===== src/rtl/sdi_localdata_checker_sat_counter.sv =====
// Saturating up-counter with synchronous clear that takes priority over increment.
module sdi_localdata_checker_sat_counter #(
    parameter int unsigned WIDTH = 16
) (
    input  logic             clk,
    input  logic             rst_n,
    input  logic             inc,
    input  logic             clr,
    output logic [WIDTH-1:0] count
);

    always_ff @(posedge clk or negedge rst_n) begin
        if (!rst_n) begin
            count <= '0;
        end else if (clr) begin
            count <= '0;
        end else if (inc && (count != '1)) begin
            count <= count + 1'b1;
        end
    end

endmodule


===== config.mk =====
export PLATFORM = sky130hd
export DESIGN_NAME = sdi_localdata_checker_sat_counter
export DESIGN_NICKNAME = d
export VERILOG_FILES = /design/src/rtl/sdi_localdata_checker_sat_counter.sv
export SDC_FILE = /design/constraint.sdc
export NUM_CORES = 1
export LEC_CHECK = 0
export CORE_UTILIZATION = 53
export CTS_CLUSTER_DIAMETER = 40
export CTS_CLUSTER_SIZE = 24
export DETAILED_ROUTE_END_ITERATION = 12
export PLACE_DENSITY = 0.93
export SLEW_MARGIN = 10
export SYNTH_ARGS = -nofsm -noshare
export SYNTH_HDL_FRONTEND = slang
export SYNTH_SLANG_ARGS = --single-unit

===== constraint.sdc =====
create_clock -name clk -period 4.2 [get_ports clk]
set_input_delay 1.05 -clock clk [delete_from_list [all_inputs] [get_ports clk]]
set_output_delay 1.05 -clock clk [all_outputs]
set_load 0.03 [all_outputs]

==> results of run 1 <==
[report_power, final]
part	total [mW]	switching [mW]	internal, mW
clock network	0.105	0.0523	0.0529
registers	0.157	0.00193	0.155
logic	0.0219	0.0145	0.00736
[layout by cell type (no fill, tap or decap), drive strengths merged, types with 2 or more instances in the layout]
| master | instances |
|---|---|
| nand4 | 7 |
| inv | 3 |
| and4 | 2 |
| mux2 | 4 |
| or4 | 7 |
| nand3 | 3 |
| or3 | 3 |
| a21oi | 11 |
| nor2b | 4 |
| o31ai | 7 |
| and3 | 2 |
| dfrtp | 16 |
| nor2 | 4 |
| clkdlybuf4s50 | 19 |
| nand2 | 6 |
| clkbuf | 4 |
| nor4 | 5 |
| o21ai | 4 |
[cells by family (layout without fill, tap and decap cells)]
| group | count (synthesis) | in the layout | synth area share |
|---|---|---|---|
| and+or+nand+nor | 45 | 45 | 0.312 |
| buffers and inverters | 8 | 26 | 0.0398 |
| adders and majority gates | 1 | 1 | 0.0133 |
| AOI/OAI and AO/OA | 24 | 24 | 0.162 |
| muxes | 4 | 4 | 0.0478 |
| DFF | 16 | 16 | 0.425 |
[cell type report]
class	count	area (µm²)
clock buffer	4	36.3
fill	114	414
inverter	3	11.3
multi-input combinational	74	504
sequential	16	400
tap	16	20.0
timing repair buffer	19	190
[metal layers]
metal / vias up / wire length (µm) / GRT usage
li1: 422 / - / -
met1: 427 / 925 / 0.301
met2: 31 / 1040 / 0.406
met3: 4 / 107 / 0.0245
met4: 0 / 42 / 0.127
met5: - / 0 / 0
[worst max-delay path by stage]
stage / start / to / slack (ps) / depth (start not counted)
6_report: count[7] / count[7] / 1630 / 1
5_1_grt: count[2] / count[2] / 1610 / 1
4_1_cts: count[7] / count[7] / 1640 / 1
3_5_place_dp: inc / count[3] / 1400 / 4
3_3_place_gp: inc / count[3] / 1470 / 4
2_1_floorplan: inc / count[3] / 2100 / 4
==> impl_metrics.py, run 1 <==
metrics = {
    "status": {
        "outcome": "finished with violations",
        "violations": "DRC",
    },
    "critical_path": {
        "end_kind": "primary output",
        "cp_max_fo": 8,
        "path_delay_family": "buffers and inverters",
        "crit_required_ps": 3150,
        "worstPathArrival_ps": 1520,
        "rrSetupSlack_ps": 1940,
        "crit_buf_inv": 1,
        "critPathMaxStageDelay_ps": 720,
        "cp-start-kind": "flip-flop",
        "r2r_end": "count[15]",
        "worst_path_max_delay_cell": "clkdlybuf4s50_1",
        "reg2reg_depth": 5,
        "r2r-start": "count[0]",
        "critPathKind": "reg -> out",
        "cp_cell_sequence": "clkdlybuf4s50_1",
    },
    "synthesis": {
        "synthTopCellsByArea": "dfrtp_1 (42%), a21oi_1 (5.8%), o31ai_1 (5.6%)",
        "synth_enable_flop_cells": 0,
        "synth_top_area_cell": "dfrtp_1",
        "yosysTopAreaCellShare": 0.425,
        "syn_nets": 103,
        "yosys_warnings": 0,
        "yosysMostFrequentCell": "dfrtp_1",
        "synth_top_cells_by_count": "dfrtp_1 (16), a21oi_1 (11), o31ai_1 (7)",
        "ys_seq_area_frac": 0.425,
        "netlist_area_um2": 942,
        "synth_seq_cells": 16,
        "syn_area_per_cell_um2": 9.61,
        "async_flop_share": 1.00,
        "syn-instance-count": 98,
        "synth-main-ff-cell": "dfrtp_1",
        "synth_cell_types": 28,
    },
    "placement": {
        "hpwl_um": 1470,
        "portBuffers": 19,
        "placed_cell_area_um2": 1130,
        "dp_cells": 128,
        "gp_congestion": 0.824,
        "dp_slack_ps": 1400,
    },
    "die": {
        "die_y_um": 44.2,
        "rows": 14,
        "die_x_um": 44.2,
        "core-area_um2": 1580,
        "ios": 20,
        "start_util": 0.598,
        "dieArea_um2": 1950,
    },
    "global_route": {
        "grt_max_degree": 23,
        "antenna_found_initial": 0,
        "grt_pass1_vias": 825,
        "grt_pass1_wl_um": 3520,
        "grt_usage": 0.240,
        "overflow": 0,
    },
    "sta": {
        "drv_slew": 0,
        "setup_ws_ps": 1630,
        "relSlewSlack": 0.439,
        "timing.fmax_ghz": 0.390,
        "layout_min_cycle_time_ps": 2570,
        "min_period_over_period": 0.611,
        "rsz0062_at_grt": "no",
        "whs_ps": 627,
        "setup_violations": 0,
        "final.setup_skew_ps": 9.82,
        "tns_ps": 0,
        "finalHoldViolations": 0,
        "worstMarginPinSlew_ps": 835,
    },
    "drt": {
        "drt_iter0_markers": 33,
        "vias": 884,
        "final_antenna_net_count": 0,
        "wire_per_inst_um": 16.1,
        "vias_per_cell": 6.70,
        "wirelength_um": 2120,
        "first_pass_iters": 8,
        "drc_errors": 1,
    },
    "power_and_ir_drop": {
        "power_per_cell_area_nw_per_um2": 245,
        "p_leak_nw": 0.459,
        "vdd_drop_max_mv": 0.199,
        "finalPower_mw": 0.284,
    },
    "cts": {
        "cts_buffer_depth": 2,
        "path_clk_slew_ps": 100,
        "cts_buffers": 3,
        "clk_latency_ps": 300,
        "cts_num_sinks": 16,
        "htreeDepth": 1,
        "cts-root-buf": "clkbuf_4",
        "cts_hold_buffers": 0,
        "cts_tree": "done",
        "postCtsSetupBuffers": 0,
        "cts_resized": 0,
    },
    "layout": {
        "n_antenna_cell": 0,
        "largest_reg_flops": 16,
        "drive_above_1_share": 0.112,
        "regMostFlops": "count",
        "synthToLayoutAreaGrowth_pct": 23.4,
        "final_util": 0.737,
        "top_regs": "count x16",
        "fin_nets": 122,
        "final_cells": 132,
        "final_area_um2": 1160,
    },
    "worst_hold_path": {
        "hold_path_end": "count[1]",
        "hold_class": "reg -> reg",
        "min_path_cells": 2,
        "hp-start": "count[1]",
    },
    "run": {
        "maxCapViolCount": 0,
    },
}
Note: power is estimated with default switching activity, not from simulation.
==> inputs of run 2 (changes only) <==
- CORE_UTILIZATION: 53 -> 49
- PLACE_DENSITY: 0.93 -> 0.87
- clock period: 4.2 -> 2.4 ns (I/O delays scaled with it)
==> run 2 against run 1 <==
Effect of this change:
- the run now ends clean
- flip-flop and latch count did not move
- clock-buffer cell count did not move
- sequential power rose by 75%
- die area rose by 7.8%
- setup slack got worse by 1300 ps
- global-route usage fell by 0.68 points
- register-to-register slack got worse by 1500 ps
==> impl_metrics.py, run 2 (synthesis gave the netlist of run 1 again) <==
metrics = {
    "global_route": {
        "grt_max_degree": 23,
        "antenna_found_initial": 0,
        "grt_usage": 0.233,
        "overflow": 0,
        "grt_pass1_vias": 819,
        "grt_pass1_wl_um": 3590,
    },
    "drt": {
        "dr_wl_met2_um": 1100,
        "wirelength_um": 2240,
        "first_pass_iters": 6,
        "wirelength_met1_um": 989,
        "drt_iter0_markers": 27,
        "final_antenna_net_count": 0,
        "maxUsedRoutingLayer": "met4",
        "drc_errors": 0,
        "vias_per_cell": 6.35,
        "met3WireLength_um": 115,
        "vias": 915,
        "wire_per_inst_um": 15.5,
    },
    "placement": {
        "gp_congestion": 0.799,
        "hpwl_um": 1540,
        "dp_slack_ps": 49.0,
        "placed_cell_area_um2": 1160,
        "portBuffers": 19,
    },
    "cts": {
        "cts_tree": "done",
        "clk_latency_ps": 290,
        "htreeDepth": 1,
        "cts-root-buf": "clkbuf_4",
        "cts_buffer_depth": 2,
        "cts_resized": 0,
        "cts_buffers": 3,
        "path_clk_slew_ps": 100,
        "postCtsSetupBuffers": 0,
        "cts_num_sinks": 16,
        "cts_hold_buffers": 0,
    },
    "die": {
        "start_util": 0.534,
        "ios": 20,
        "core-area_um2": 1760,
        "die_x_um": 45.9,
        "die_y_um": 45.9,
        "rows": 15,
        "dieArea_um2": 2100,
    },
    "sta": {
        "finalHoldViolations": 0,
        "setup_violations": 0,
        "worstMarginPinSlew_ps": 717,
        "min_period_over_period": 0.871,
        "drv_slew": 0,
        "whs_ps": 607,
        "rsz0062_at_grt": "no",
        "timing.fmax_ghz": 0.478,
        "setup_ws_ps": 309,
        "relSlewSlack": 0.520,
        "layout_min_cycle_time_ps": 2090,
        "tns_ps": 0,
        "final.setup_skew_ps": 5.35,
    },
    "run": {
        "maxCapViolCount": 0,
    },
    "power_and_ir_drop": {
        "p_leak_nw": 0.474,
        "finalPower_mw": 0.496,
        "vdd_drop_max_mv": 0.266,
        "power_per_cell_area_nw_per_um2": 414,
    },
    "layout": {
        "n_antenna_cell": 0,
        "regMostFlops": "count",
        "largest_reg_flops": 16,
        "top_regs": "count x16",
        "final_cell_mix": "clkdlybuf4s50_1 (19), dfrtp_1 (16), a21oi_1 (11)",
        "final_area_um2": 1200,
        "fin_nets": 125,
        "final_common_cell": "clkdlybuf4s50_1",
        "synthToLayoutAreaGrowth_pct": 27.0,
        "drive_above_1_share": 0.134,
    },
    "critical_path": {
        "cp_num_cells": 1,
        "cp_max_fo": 8,
        "critPathMaxStageDelay_ps": 720,
        "reg2reg_depth": 6,
        "critPathKind": "reg -> out",
        "crit_buf_inv": 1,
        "cp-start-kind": "flip-flop",
        "crit_start": "count[2]",
        "r2r-start": "count[0]",
        "path_delay_family": "buffers and inverters",
        "worstPathArrival_ps": 1490,
        "worst_path_max_delay_cell": "clkdlybuf4s50_1",
        "r2r_end": "count[3]",
        "end_kind": "primary output",
        "rrSetupSlack_ps": 450,
        "crit_required_ps": 1800,
        "crit_end": "count[2]",
        "cp_cell_sequence": "clkdlybuf4s50_1",
    },
    "status": {
        "outcome": "finished clean",
    },
    "worst_hold_path": {
        "hold_class": "reg -> reg",
    },
}
run 2: cell types whose count changed in the layout (fill, tap and decap cells not counted):
cell / delta
buf_4: +3
run 2: area by class of cell:
type,instances,area [µm²]
Timing Repair Buffer,22,213
Inverter,3,11.3
Clock buffer,4,36.3
Sequential cell,16,400
Tap cell,25,31.3
Fill cell,144,568
Multi-Input combinational cell,74,504
run 2: report_power, final:
| group | internal [mW] | total, mW | switching (mW) |
|---|---|---|---|
| Clock | 0.0923 | 0.181 | 0.0883 |
| Sequential | 0.272 | 0.275 | 0.00341 |
| Combinational | 0.0138 | 0.0398 | 0.0260 |
run 2: layer usage:
layer / global-route usage / vias to the layer above
li1: - / 424
met1: 0.336 / 452
met2: 0.349 / 35
met3: 0.0238 / 4
met4: 0.106 / 0
met5: 0 / -
run 2: worst min-delay path by stage:
stage / startpoint / end / depth (start not counted)
after floorplan: rst_n / count[0] / 0
after global placement: count[14] / count[14] / 2
after detailed placement: count[14] / count[14] / 2
after CTS: count[14] / count[14] / 2
after global routing: count[14] / count[14] / 2
final: count[14] / count[14] / 2
run 2: stage by stage:
stage | cells | utilization
floorplan | 98 | -
global placement | 140 | 0.657
detailed placement | 140 | 0.657
CTS | 144 | 0.678
global route | 144 | 0.678
finish | 144 | 0.678
